### src/rtl/mc_control_fsm.sv
// mc_control_fsm: multi-cycle control sequencer for the RV32I core.
// Steps each instruction through IF/ID/EX/MEM/WB and drives every datapath
// enable and mux select, stalling on the memory ready handshake.
// Optional feature macro: ECALL_HALT_EN (ECALL with halt_cond halts the core).
// MEM_TIMEOUT > 0 enables a watchdog that halts after that many consecutive
// not-ready cycles spent in one memory state.
module mc_control_fsm #(
  parameter int unsigned MEM_TIMEOUT = 0
) (
  input  logic       clk,
  input  logic       reset,
  input  logic [6:0] opcode,
  input  logic       bcond,
  input  logic       halt_cond,
  input  logic       mem_ready,
  output logic       pc_write,
  output logic [1:0] pc_src,
  output logic       i_or_d,
  output logic       mem_read,
  output logic       mem_write,
  output logic       ir_write,
  output logic       reg_write,
  output logic [1:0] wb_sel,
  output logic       alu_src_a,
  output logic [1:0] alu_src_b,
  output logic [1:0] alu_op_sel,
  output logic       is_halted,
  output logic [2:0] state
);

  localparam logic [6:0] OP_ARITH     = 7'b0110011;
  localparam logic [6:0] OP_ARITH_IMM = 7'b0010011;
  localparam logic [6:0] OP_LOAD      = 7'b0000011;
  localparam logic [6:0] OP_STORE     = 7'b0100011;
  localparam logic [6:0] OP_BRANCH    = 7'b1100011;
  localparam logic [6:0] OP_JAL       = 7'b1101111;
  localparam logic [6:0] OP_JALR      = 7'b1100111;
  localparam logic [6:0] OP_ECALL     = 7'b1110011;

  localparam int CW = (MEM_TIMEOUT > 1) ? $clog2(MEM_TIMEOUT + 1) : 1;

  typedef enum logic [2:0] {
    S_IF   = 3'd0,
    S_ID   = 3'd1,
    S_EX   = 3'd2,
    S_MEM  = 3'd3,
    S_WB   = 3'd4,
    S_HALT = 3'd5
  } state_t;

  state_t        state_q, state_d;
  logic [CW-1:0] wd_q, wd_d;
  logic          ecall_halt;

`ifdef ECALL_HALT_EN
  assign ecall_halt = halt_cond;
`else
  // Without the halt feature halt_cond has no effect; every ECALL is a NOP.
  logic unused_halt_cond;
  assign unused_halt_cond = halt_cond;
  assign ecall_halt       = 1'b0;
`endif

  assign state = state_q;

  // State register and watchdog counter; reset aborts any instruction in flight.
  always_ff @(posedge clk or posedge reset) begin
    if (reset) begin
      state_q <= S_IF;
      wd_q    <= '0;
    end else begin
      state_q <= state_d;
      wd_q    <= wd_d;
    end
  end

  // Next-state and Mealy outputs; everything held at 0 while reset is high so
  // no strobe or write enable survives the reset edge.
  always_comb begin
    state_d    = state_q;
    wd_d       = '0;
    pc_write   = 1'b0;
    pc_src     = 2'b00;
    i_or_d     = 1'b0;
    mem_read   = 1'b0;
    mem_write  = 1'b0;
    ir_write   = 1'b0;
    reg_write  = 1'b0;
    wb_sel     = 2'b00;
    alu_src_a  = 1'b0;
    alu_src_b  = 2'b00;
    alu_op_sel = 2'b00;
    is_halted  = 1'b0;

    if (!reset) begin
      case (state_q)
        S_IF: begin
          mem_read = 1'b1;
          ir_write = mem_ready;
          if (mem_ready) state_d = S_ID;
        end

        S_ID: begin
          // PC + imm goes into ALUOut for a later branch/JAL target.
          alu_src_b = 2'b10;
          case (opcode)
            OP_ARITH, OP_ARITH_IMM, OP_LOAD, OP_STORE,
            OP_BRANCH, OP_JAL, OP_JALR: state_d = S_EX;
            default: begin
              if (opcode == OP_ECALL && ecall_halt) begin
                state_d = S_HALT;
              end else begin
                // ECALL or unknown opcode retires as a NOP.
                pc_write = 1'b1;
                state_d  = S_IF;
              end
            end
          endcase
        end

        S_EX: begin
          state_d = S_IF;
          case (opcode)
            OP_ARITH: begin
              alu_src_a  = 1'b1;
              alu_op_sel = 2'b10;
              state_d    = S_WB;
            end
            OP_ARITH_IMM: begin
              alu_src_a  = 1'b1;
              alu_src_b  = 2'b10;
              alu_op_sel = 2'b10;
              state_d    = S_WB;
            end
            OP_LOAD, OP_STORE: begin
              alu_src_a = 1'b1;
              alu_src_b = 2'b10;
              state_d   = S_MEM;
            end
            OP_BRANCH: begin
              alu_src_a  = 1'b1;
              alu_op_sel = 2'b01;
              pc_write   = 1'b1;
              pc_src     = bcond ? 2'b01 : 2'b00;
            end
            OP_JAL: begin
              reg_write = 1'b1;
              wb_sel    = 2'b10;
              pc_write  = 1'b1;
              pc_src    = 2'b01;
            end
            OP_JALR: begin
              alu_src_a = 1'b1;
              alu_src_b = 2'b10;
              reg_write = 1'b1;
              wb_sel    = 2'b10;
              pc_write  = 1'b1;
              pc_src    = 2'b10;
            end
            default: ;
          endcase
        end

        S_MEM: begin
          i_or_d    = 1'b1;
          mem_read  = (opcode == OP_LOAD);
          mem_write = (opcode == OP_STORE);
          if (mem_ready) begin
            if (opcode == OP_LOAD) begin
              state_d = S_WB;
            end else begin
              pc_write = 1'b1;
              state_d  = S_IF;
            end
          end
        end

        S_WB: begin
          reg_write = 1'b1;
          pc_write  = 1'b1;
          wb_sel    = (opcode == OP_LOAD) ? 2'b01 : 2'b00;
          state_d   = S_IF;
        end

        S_HALT: is_halted = 1'b1;

        default: state_d = S_IF;
      endcase

      // Watchdog: consecutive not-ready cycles in one memory state; the
      // default wd_d of 0 clears it on every state change.
      if (MEM_TIMEOUT > 0 && (state_q == S_IF || state_q == S_MEM) && !mem_ready) begin
        if (wd_q == CW'(MEM_TIMEOUT - 1)) state_d = S_HALT;
        else                              wd_d    = wd_q + 1'b1;
      end
    end
  end

endmodule

### config.mk
export PLATFORM = sky130hd
export DESIGN_NAME = mc_control_fsm
export DESIGN_NICKNAME = d
export VERILOG_FILES = /design/src/rtl/mc_control_fsm.sv
export SDC_FILE = /design/constraint.sdc
export NUM_CORES = 1
export LEC_CHECK = 0
export CAP_MARGIN = 15
export CORE_AREA = 2 2 49 47
export DETAILED_ROUTE_END_ITERATION = 16
export DIE_AREA = 0 0 51 49
export PLACE_DENSITY = 0.66
export RECOVER_POWER = 25
export SLEW_MARGIN = 0
export SYNTH_ARGS = -nofsm -noshare
export SYNTH_HDL_FRONTEND = slang
export SYNTH_SLANG_ARGS = --single-unit
### constraint.sdc
create_clock -name clk -period 2 [get_ports clk]
set_input_delay 0.3 -clock clk [delete_from_list [all_inputs] [get_ports clk]]
set_output_delay 0.3 -clock clk [all_outputs]
set_load 0.01 [all_outputs]
==> results.yml <==
global_route:
  track_usage_pct: 20.8
  grt_overflow_total: 0
  antenna_found_initial: 0
  grt_pass1_vias: 838
  grt_max_degree: 9
  grt_pass1_wl_um: 3910
cells_and_area:
  largest_reg_flops: 3
  nets: 158
  fin_cells: 172
  num_antenna_cells: 0
  final_util_pct: 58.5
  stdcell_area_um2: 1180
  drive_above_1_share_pct: 46.2
  area_growth_pct: 108
synth:
  avgSynthCellArea_um2: 7.21
  syn_area_um2: 569
  synth_edf_count: 0
  syn_nets: 91
  synthArstFlopShare_pct: 100
  synthTopCellsByArea: "dfrtp_1 (13%), and4bb_2 (6.6%), nor4b_1 (4.6%)"
  yosysWarnings: 0
  netlist.area_leader.share_pct: 13.2
  synthCells: 79
  synth_area_leader_cell: "dfrtp_1"
  synth_common_cells: "nand2_1 (6), nor2_1 (6), buf_2 (4), nand4_1 (4)"
  synth-seq-cells: 3
  yosysUniqueCellTypes: 38
  synth_ff_type: "dfrtp_1"
  ys_seq_area_share_pct: 13.2
timing:
  fmax_mhz: 513
  hold_viol: 0
  setup_viol: 0
  whs_ns: 0.207
  period_needed_ns: 1.95
  finClkSkew_ns: 0.00587
  post-route-period-util_pct: 97.5
  timing.final.max_slew_violations: 0
drt:
  drc: 0
  dr.max_layer_used: "met4"
  dr.first_iter.drc_count: 3
  dr_total_vias: 859
  vias_per_cell: 4.99
  met3WireLength_um: 85
  totalWireLength_um: 2310
  antenna_left: 0
  firstDrtPassIters: 4
  met2_wirelength_um: 1210
  wl_per_cell_um: 13.5
  wl_met1_um: 969
clocking:
  clk_pin_slew_worst_paths_ns: 0.04
  cts_sinks: 3
  cts_tree: "built"
  cts_max_level: 1
  numCtsBuffers: 3
  clock_path_buffers: 2
  cts-root-buf: "clkbuf_4"
  worstSkewPairLatency_ns: 0.23
critical_path:
  cp-end-kind: "output port"
  cp_slowest_cell: "dlygate4sd2_1"
  worstPathMaxFanout: 5
  crit_type: "in2out"
  worstPathArrival_ns: 1.65
  path_common_cell: "buf_4"
  path_cells: "dlygate4sd2_1 -> and3b_2 -> buf_4 -> buf_4 -> o211a_1 -> o211ai_1 -> buf_2"
  worstSetupStartpointType: "input port"
  cp_data_required_time_ns: 1.70
  critPathMaxStageDelay_ns: 0.29
placement:
  placedCellCount: 156
  gp_congestion: 0.842
  dp_hpwl_um: 1620
  port_buffers: 28
  placed_cell_area_um2: 1060
die:
  dieArea_um2: 2500
  dieHeight_um: 49
  die_x_um: 51
  rows: 16
  start_util_pct: 28.2
  io_pins: 31
  core-area_um2: 2020
pwr:
  p_leak_nw: 0.593
  p_sw_uw: 114
  pwr-share-seq_pct: 20.2
  power_density_nw_per_um2: 297
  p_int_uw: 238
  swShare_pct: 32.5
  total_power_uw: 352
  pwr-share-clk_pct: 30.2
  pwr-share-comb_pct: 49.6
  ir_drop_mv: 0.298
outcome:
  outcome: "finished, final reports clean"
hold_path:
  hold_class: "in2async"
job:
  max-cap-violations: 0
-- worst paths after layout --
| kind | from | to | slack (ns) | depth (start not counted) |
|---|---|---|---|---|
| max | opcode[5] | pc_write | 0.05 | 7 |
| min | reset | state[2] | 0.21 | 3 |
| max reg2reg | state[0] | state[2] | 0.63 | 5 |
| min reg2reg | state[2] | state[2] | 0.64 | 2 |
| max in group asynchronous | reset | state[0] | 1.60 | 3 |
| min in group clk | reset | state[2] | 0.61 | 3 |
-- cells in the final DEF (no fill, tap or decap), types with 3 or more instances in the layout --
cell / instances
nor2_1: 5
dlygate4sd2_1: 11
clkbuf_4: 4
nand2b_1: 3
nand4_1: 4
clkdlybuf4s50_1: 6
buf_2: 3
nor3_1: 3
clkbuf_2: 3
clkbuf_1: 3
nor3b_1: 3
nor2b_1: 3
and4bb_2: 3
nand2_1: 5
buf_4: 40
o211ai_1: 3
and3_1: 3
dlymetal6s2s_1: 3
-- layer usage --
metal / up-vias / GRT usage (%)
li1: 433 / -
met1: 392 / 23.3
met2: 30 / 36.6
met3: 4 / 3.37
met4: 0 / 11.7
met5: - / 0
-- per-stage QoR --
step | setup TNS [ns] | worst slack (ns)
final | 0 | 0.0501
after global routing | -0.00949 | -0.00678
after CTS | -0.0670 | -0.0659
after detailed placement | -5.10 | -0.443
after global placement | -4.97 | -0.414
after floorplan | 0 | 0.449
-- critical path: cells and delay by family --
family | cells | cell delay, ns
buffers and inverters | 4 | 0.73
AOI/OAI and AO/OA | 2 | 0.36
and+or+nand+nor | 1 | 0.26
-- what timing repair did --
action	in CTS	in global routing
resized for setup	40	14
hold buffers	0	0
pin swaps	4	3
buffers inserted	7	5
setup endpoints to repair	15	7
gates cloned	0	0
-- cell families after synthesis --
logic type,share of synthesized area (%)
buf+inv,9.67
simple gates,53.4
compound gates,23.1
flops,13.2
other cells,0.659
-- cell type report --
cell class	instances	area (um^2)
Tap cell	27	33.8
Inverter	1	3.75
Clock buffer	4	26.3
Timing Repair Buffer	71	561
Multi-Input combinational cell	66	483
Fill cell	194	838
Sequential cell	3	76.3
-- power by group through the flow --
stage / Sequential [mW] / Clock, mW / Combinational (mW)
floorplan: 0.0711 / 0 / 0.0616
global placement: 0.0704 / 0 / 0.156
detailed placement: 0.0704 / 0 / 0.159
CTS: 0.0717 / 0.113 / 0.162
global route: 0.0711 / 0.122 / 0.189
finish: 0.0709 / 0.106 / 0.175
(Power assumes the default switching activity.)
